<file path="src/rtl/mul_div_unit.sv">
// Iterative 32-bit multiply/divide unit: one shift-add or restoring shift-subtract step per cycle,
// with signed operations done on magnitudes and corrected in a final FIX cycle.
module mul_div_unit (
    input  logic        clk_i,
    input  logic        rst_i,
    input  logic        start_i,
    input  logic [1:0]  op_i,
    input  logic [31:0] src1_i,
    input  logic [31:0] src2_i,
    output logic [31:0] hi_o,
    output logic [31:0] lo_o,
    output logic        busy_o,
    output logic        done_o,
    output logic        dz_o
);

    typedef enum logic [1:0] {
        IDLE = 2'd0,
        CALC = 2'd1,
        FIX  = 2'd2
    } state_e;

    state_e      state_q, state_d;
    logic [5:0]  cnt_q, cnt_d;
    logic        div_q, div_d;
    logic        neg_lo_q, neg_lo_d;
    logic        neg_hi_q, neg_hi_d;
    logic        dzp_q, dzp_d;
    logic [31:0] opd_q, opd_d;
    logic [63:0] acc_q, acc_d;
    logic [31:0] hi_q, hi_d;
    logic [31:0] lo_q, lo_d;
    logic        done_q, done_d;
    logic        dz_q, dz_d;

    logic        s1_neg_s;
    logic        s2_neg_s;
    logic [32:0] mul_sum_s;
    logic [32:0] div_sh_s;
    logic [32:0] div_diff_s;

    function automatic logic [31:0] mag32(input logic [31:0] v, input logic is_signed);
        return (is_signed && v[31]) ? (32'd0 - v) : v;
    endfunction

    assign s1_neg_s   = op_i[1] & src1_i[31];
    assign s2_neg_s   = op_i[1] & src2_i[31];
    // Multiply keeps {partial product, multiplier} in acc; divide keeps {remainder, dividend/quotient}.
    assign mul_sum_s  = {1'b0, acc_q[63:32]} + (acc_q[0] ? {1'b0, opd_q} : 33'd0);
    assign div_sh_s   = {acc_q[63:32], acc_q[31]};
    assign div_diff_s = div_sh_s - {1'b0, opd_q};

    // Next-state, datapath step and result write-back.
    always_comb begin
        state_d  = state_q;
        cnt_d    = cnt_q;
        div_d    = div_q;
        neg_lo_d = neg_lo_q;
        neg_hi_d = neg_hi_q;
        dzp_d    = dzp_q;
        opd_d    = opd_q;
        acc_d    = acc_q;
        hi_d     = hi_q;
        lo_d     = lo_q;
        done_d   = 1'b0;
        dz_d     = dz_q;
        case (state_q)
            IDLE: begin
                if (start_i) begin
                    div_d = op_i[0];
                    cnt_d = 6'd0;
                    if (op_i[0] && (src2_i == 32'd0)) begin
                        acc_d    = {src1_i, 32'hFFFF_FFFF};
                        opd_d    = 32'd0;
                        neg_lo_d = 1'b0;
                        neg_hi_d = 1'b0;
                        dzp_d    = 1'b1;
                        state_d  = FIX;
                    end else begin
                        neg_lo_d = s1_neg_s ^ s2_neg_s;
                        neg_hi_d = s1_neg_s;
                        dzp_d    = 1'b0;
                        state_d  = CALC;
                        if (op_i[0]) begin
                            acc_d = {32'd0, mag32(src1_i, op_i[1])};
                            opd_d = mag32(src2_i, op_i[1]);
                        end else begin
                            acc_d = {32'd0, mag32(src2_i, op_i[1])};
                            opd_d = mag32(src1_i, op_i[1]);
                        end
                    end
                end else begin
                    state_d = IDLE;
                end
            end
            CALC: begin
                if (div_q) begin
                    if (!div_diff_s[32]) begin
                        acc_d = {div_diff_s[31:0], acc_q[30:0], 1'b1};
                    end else begin
                        acc_d = {div_sh_s[31:0], acc_q[30:0], 1'b0};
                    end
                end else begin
                    acc_d = {mul_sum_s, acc_q[31:1]};
                end
                cnt_d = cnt_q + 6'd1;
                if (cnt_q == 6'd31) begin
                    state_d = FIX;
                end else begin
                    state_d = CALC;
                end
            end
            FIX: begin
                if (div_q) begin
                    lo_d = neg_lo_q ? (32'd0 - acc_q[31:0])  : acc_q[31:0];
                    hi_d = neg_hi_q ? (32'd0 - acc_q[63:32]) : acc_q[63:32];
                end else begin
                    {hi_d, lo_d} = neg_lo_q ? (64'd0 - acc_q) : acc_q;
                end
                done_d  = 1'b1;
                dz_d    = dzp_q;
                state_d = IDLE;
            end
            default: begin
                state_d = IDLE;
            end
        endcase
    end

    // State and result registers with synchronous reset.
    always_ff @(posedge clk_i) begin
        if (rst_i) begin
            state_q  <= IDLE;
            cnt_q    <= 6'd0;
            div_q    <= 1'b0;
            neg_lo_q <= 1'b0;
            neg_hi_q <= 1'b0;
            dzp_q    <= 1'b0;
            opd_q    <= 32'd0;
            acc_q    <= 64'd0;
            hi_q     <= 32'd0;
            lo_q     <= 32'd0;
            done_q   <= 1'b0;
            dz_q     <= 1'b0;
        end else begin
            state_q  <= state_d;
            cnt_q    <= cnt_d;
            div_q    <= div_d;
            neg_lo_q <= neg_lo_d;
            neg_hi_q <= neg_hi_d;
            dzp_q    <= dzp_d;
            opd_q    <= opd_d;
            acc_q    <= acc_d;
            hi_q     <= hi_d;
            lo_q     <= lo_d;
            done_q   <= done_d;
            dz_q     <= dz_d;
        end
    end

    assign hi_o   = hi_q;
    assign lo_o   = lo_q;
    assign busy_o = (state_q != IDLE);
    assign done_o = done_q;
    assign dz_o   = dz_q;

endmodule

</file>
<file path="config.mk">
export PLATFORM = sky130hd
export DESIGN_NAME = mul_div_unit
export DESIGN_NICKNAME = d
export VERILOG_FILES = /design/src/rtl/mul_div_unit.sv
export SDC_FILE = /design/constraint.sdc
export NUM_CORES = 1
export LEC_CHECK = 0
export CAP_MARGIN = 20
export CORE_MARGIN = 2
export CORE_UTILIZATION = 27
export CTS_CLUSTER_SIZE = 8
export DETAILED_ROUTE_END_ITERATION = 10
export GPL_ROUTABILITY_DRIVEN = 0
export GPL_TIMING_DRIVEN = 0
export HOLD_SLACK_MARGIN = 0.15
export PLACE_DENSITY_LB_ADDON = 0.3
export SLEW_MARGIN = 15
export SYNTH_ARGS = -nofsm -noshare
export SYNTH_HDL_FRONTEND = slang
export SYNTH_SLANG_ARGS = --single-unit
</file>
<file path="constraint.sdc">
create_clock -name clk_i -period 8.02 [get_ports clk_i]
set_input_delay 2.406 -clock clk_i [delete_from_list [all_inputs] [get_ports clk_i]]
set_output_delay 2.406 -clock clk_i [all_outputs]
set_load 0.1 [all_outputs]
</file>
==> impl_metrics.yaml <==
status:
  outcome: "finished, final reports clean"
cells_and_area:
  final_layout_size_suffix_gt1_share_pct: 4.03
  antennaDiodeCount: 0
  stdcell_count: 2797
  synthToLayoutAreaGrowth_pct: 19.6
  nets: 2237
  design_area_um2: 17000
  fillCellCount: 5568
setup_path:
  endpoint_kind: "flip-flop"
  critPathLaunchType: "primary input"
  worst-endpoint-required_ps: 8360
  rr_startpoint: "acc_q[0]"
  rrSetupSlack_ps: 3160
  path_class: "in2reg"
  reg2reg_to: "acc_q[59]"
  reg2regPathDepth: 14
  crit_fanout: 6
  cp.arrival_ps: 6200
power_and_ir_drop:
  p_per_area_nw_per_um2: 164
  ir_drop_mv: 0.147
  power_mw: 2.79
  p_leak_nw: 6.12
synth:
  avgSynthCellArea_um2: 7.31
  synthXorXnorAreaFrac_pct: 10.4
  synthAdderAreaFrac_pct: 6.36
  synthMuxAreaShare_pct: 3.54
  synth-compound-area-share_pct: 28.2
  synth_area_leader_cell: "dfxtp_1"
  yosys.area_share.simple_pct: 21.6
  synth-seq-area-share_pct: 24.5
  yosys_warnings: 0
  synth.ff_latch_count: 174
  yosys.cell_types.count: 81
  synth_top_area_share_pct: 24.5
  synth_area_um2: 14200
  synth.area.top_cells: "dfxtp_1 25%, a21oi_1 6.9%, ha_1 6.1%"
  synth-edff-count: 0
  synthCells: 1944
  synth_top_family_by_area: "compound AO/OA/AOI/OAI gates"
  yosys_most_used_dff: "dfxtp_1"
  synth_nets: 2084
  async_flop_share_pct: 0
floorplanning:
  start_util_pct: 27.1
  ios: 136
  dieArea_um2: 54500
  row_count: 84
  fp.dieW_um: 233
  fp.dieH_um: 233
  core-area_um2: 52300
drt:
  dr.pass1.iters: 7
  drc: 0
  vias: 15800
  ant_nets: 0
  wire_per_inst_um: 21.8
  wl_um: 61000
  via_per_inst: 5.65
  drt_iter0_drc: 1882
timing:
  clock.fmax_mhz: 171
  slew_viol_final: 0
  worst_pin_slew_ps: 1030
  finalWorstPathRequiredPeriod_ps: 5860
  rsz0062_at_grt: "false"
  finalHoldViolCount: 0
  slew_headroom_pct: 30.8
  fin_tns_setup_ps: 0
  setup_viol: 0
  finalClockSkew_ps: 22.3
  period_share_pct: 73.1
  hold_slack_ps: 456
clocking:
  cts_setup_buffers: 0
  clk_pin_slew_ps: 70
  root_buffer: "clkbuf_16"
  cts_tree: "done"
  cts_max_level: 4
  clk_latency_ps: 470
  clock_path_buffers: 2
  cts_buffers: 17
  cts_repair_resize_count: 0
  holdBufCountCts: 0
  cts_sinks: 174
hold_path:
  min_path_cells: 2
  hp-start: "hi_o[7]"
  hold_path.class: "reg2reg"
  whs_endpoint: "hi_o[7]"
grt:
  grt_usage_pct: 21.8
  grt_start_max_net_pins: 17
  grt_overflow: 0
  grt_pass1_vias: 14600
  grt_pass1_wl_um: 89700
  antenna_found_initial: 0
placed_design:
  placed_cells: 2766
  dpl.hpwl_um: 49200
  placed_area_um2: 16400
  io_buffer_count: 134
run:
  cap_viol_max_count: 0
==> worst max path at each step <==
stage,from,to,cells past startpoint
global route,src1_i[0],acc_q[24],12
finish,src1_i[0],acc_q[24],12
CTS,src1_i[0],acc_q[24],12
detailed placement,src1_i[0],acc_q[24],12
floorplan,src1_i[1],acc_q[25],10
global placement,src1_i[0],acc_q[24],12
==> stage by stage <==
| step | setup WS, ps | util [%] |
|---|---|---|
| after floorplan | 3110 | - |
| after global placement | 1920 | 31.4 |
| after detailed placement | 1820 | 31.4 |
| after CTS | 2280 | 32.5 |
| after global routing | 1760 | 32.5 |
| final | 2160 | 32.5 |
==> sequential cells by signal, indices dropped and copies added, names as in the netlist <==
| register | cells |
|---|---|
| state_q | 2 |
| lo_o | 32 |
| acc_q | 64 |
| neg_hi_q | 1 |
| div_q | 1 |
| done_o | 1 |
| dz_o | 1 |
| neg_lo_q | 1 |
| cnt_q | 6 |
| opd_q | 32 |
| dzp_q | 1 |
| hi_o | 32 |
==> metal layers <==
metal	up-vias	part of all wire, %	GRT usage [%]
met4	0	4.3	8.68
met3	170	10	4.99
met5	-	0	0
met2	861	43	33.2
li1	7332	-	-
met1	7435	43	29.7
==> cells by family after synthesis <==
logic type / count (synthesis)
AOI/OAI and AO/OA: 630
xor gates and xnor gates: 169
adders and majority gates: 71
buffers and inverters: 192
DFF: 174
muxes: 50
and+or+nand+nor: 658
==> synth_stat cells (all sizes together) (5+ instances only) <==
library cell / instances
a2111oi: 10
a211oi: 61
a21boi: 6
a21o: 30
a21oi: 197
a221oi: 5
a22o: 12
a22oi: 19
a31oi: 25
and2: 15
and3: 8
buf: 31
clkbuf: 101
dfxtp: 174
ha: 69
inv: 60
mux2i: 48
nand2: 197
nand2b: 15
nand3: 35
nand3b: 5
nand4: 11
nor2: 226
nor2b: 11
nor3: 62
nor3b: 5
nor4: 21
o211ai: 23
o21a: 9
o21ai: 135
o21bai: 8
o221a: 10
o22ai: 15
o31a: 5
o31ai: 25
o41ai: 11
or2: 8
or3: 15
or4: 15
xnor2: 83
xor2: 86
==> final cells by class <==
class | count | area, um^2 | area share [%]
multi-input combinational | 1578 | 9970 | 58.7
sequential | 174 | 3480 | 20.5
timing repair buffer | 134 | 1340 | 7.90
tap | 688 | 861 | 5.07
buffer | 132 | 529 | 3.12
clock buffer | 19 | 433 | 2.55
inverter | 60 | 225 | 1.33
clock inverter | 12 | 145 | 0.854
==> cell usage in the layout (no fill, tap or decap), types with 15 or more instances in the layout <==
cell type	synthesis	final
inv_1	60	60
a21oi_1	197	197
xnor2_1	83	83
o22ai_1	15	15
nor4_1	19	19
clkdlybuf4s50_1	0	134
clkbuf_1	101	103
buf_1	16	16
nand2_1	195	195
a211oi_1	61	61
nor2_1	224	224
a21o_1	30	30
dfxtp_1	174	174
nand3_1	35	35
a22oi_1	19	19
xor2_1	86	86
clkbuf_16	0	17
nor3_1	61	61
o21ai_0	133	133
o211ai_1	23	23
o31ai_1	24	24
mux2i_1	48	48
a31oi_1	25	25
ha_1	69	69
==> critical path, cell delays in order <==
cell             delay, ps
clkdlybuf4s50_1        620
inv_1                  130
ha_1                   210
nand3b_1               120
nor4_1                 620
nand3b_1               280
nor3_1                 680
a31oi_1                220
xor2_1                 210
nor2_1                  70
o21a_1                 230
a2111oi_0              390
==> power by group <==
part	switching (mW)	internal, mW
combinational	0.615	0.335
clock	0.404	0.467
sequential	0.0619	0.904
Note: power is estimated with default switching activity, not from simulation.
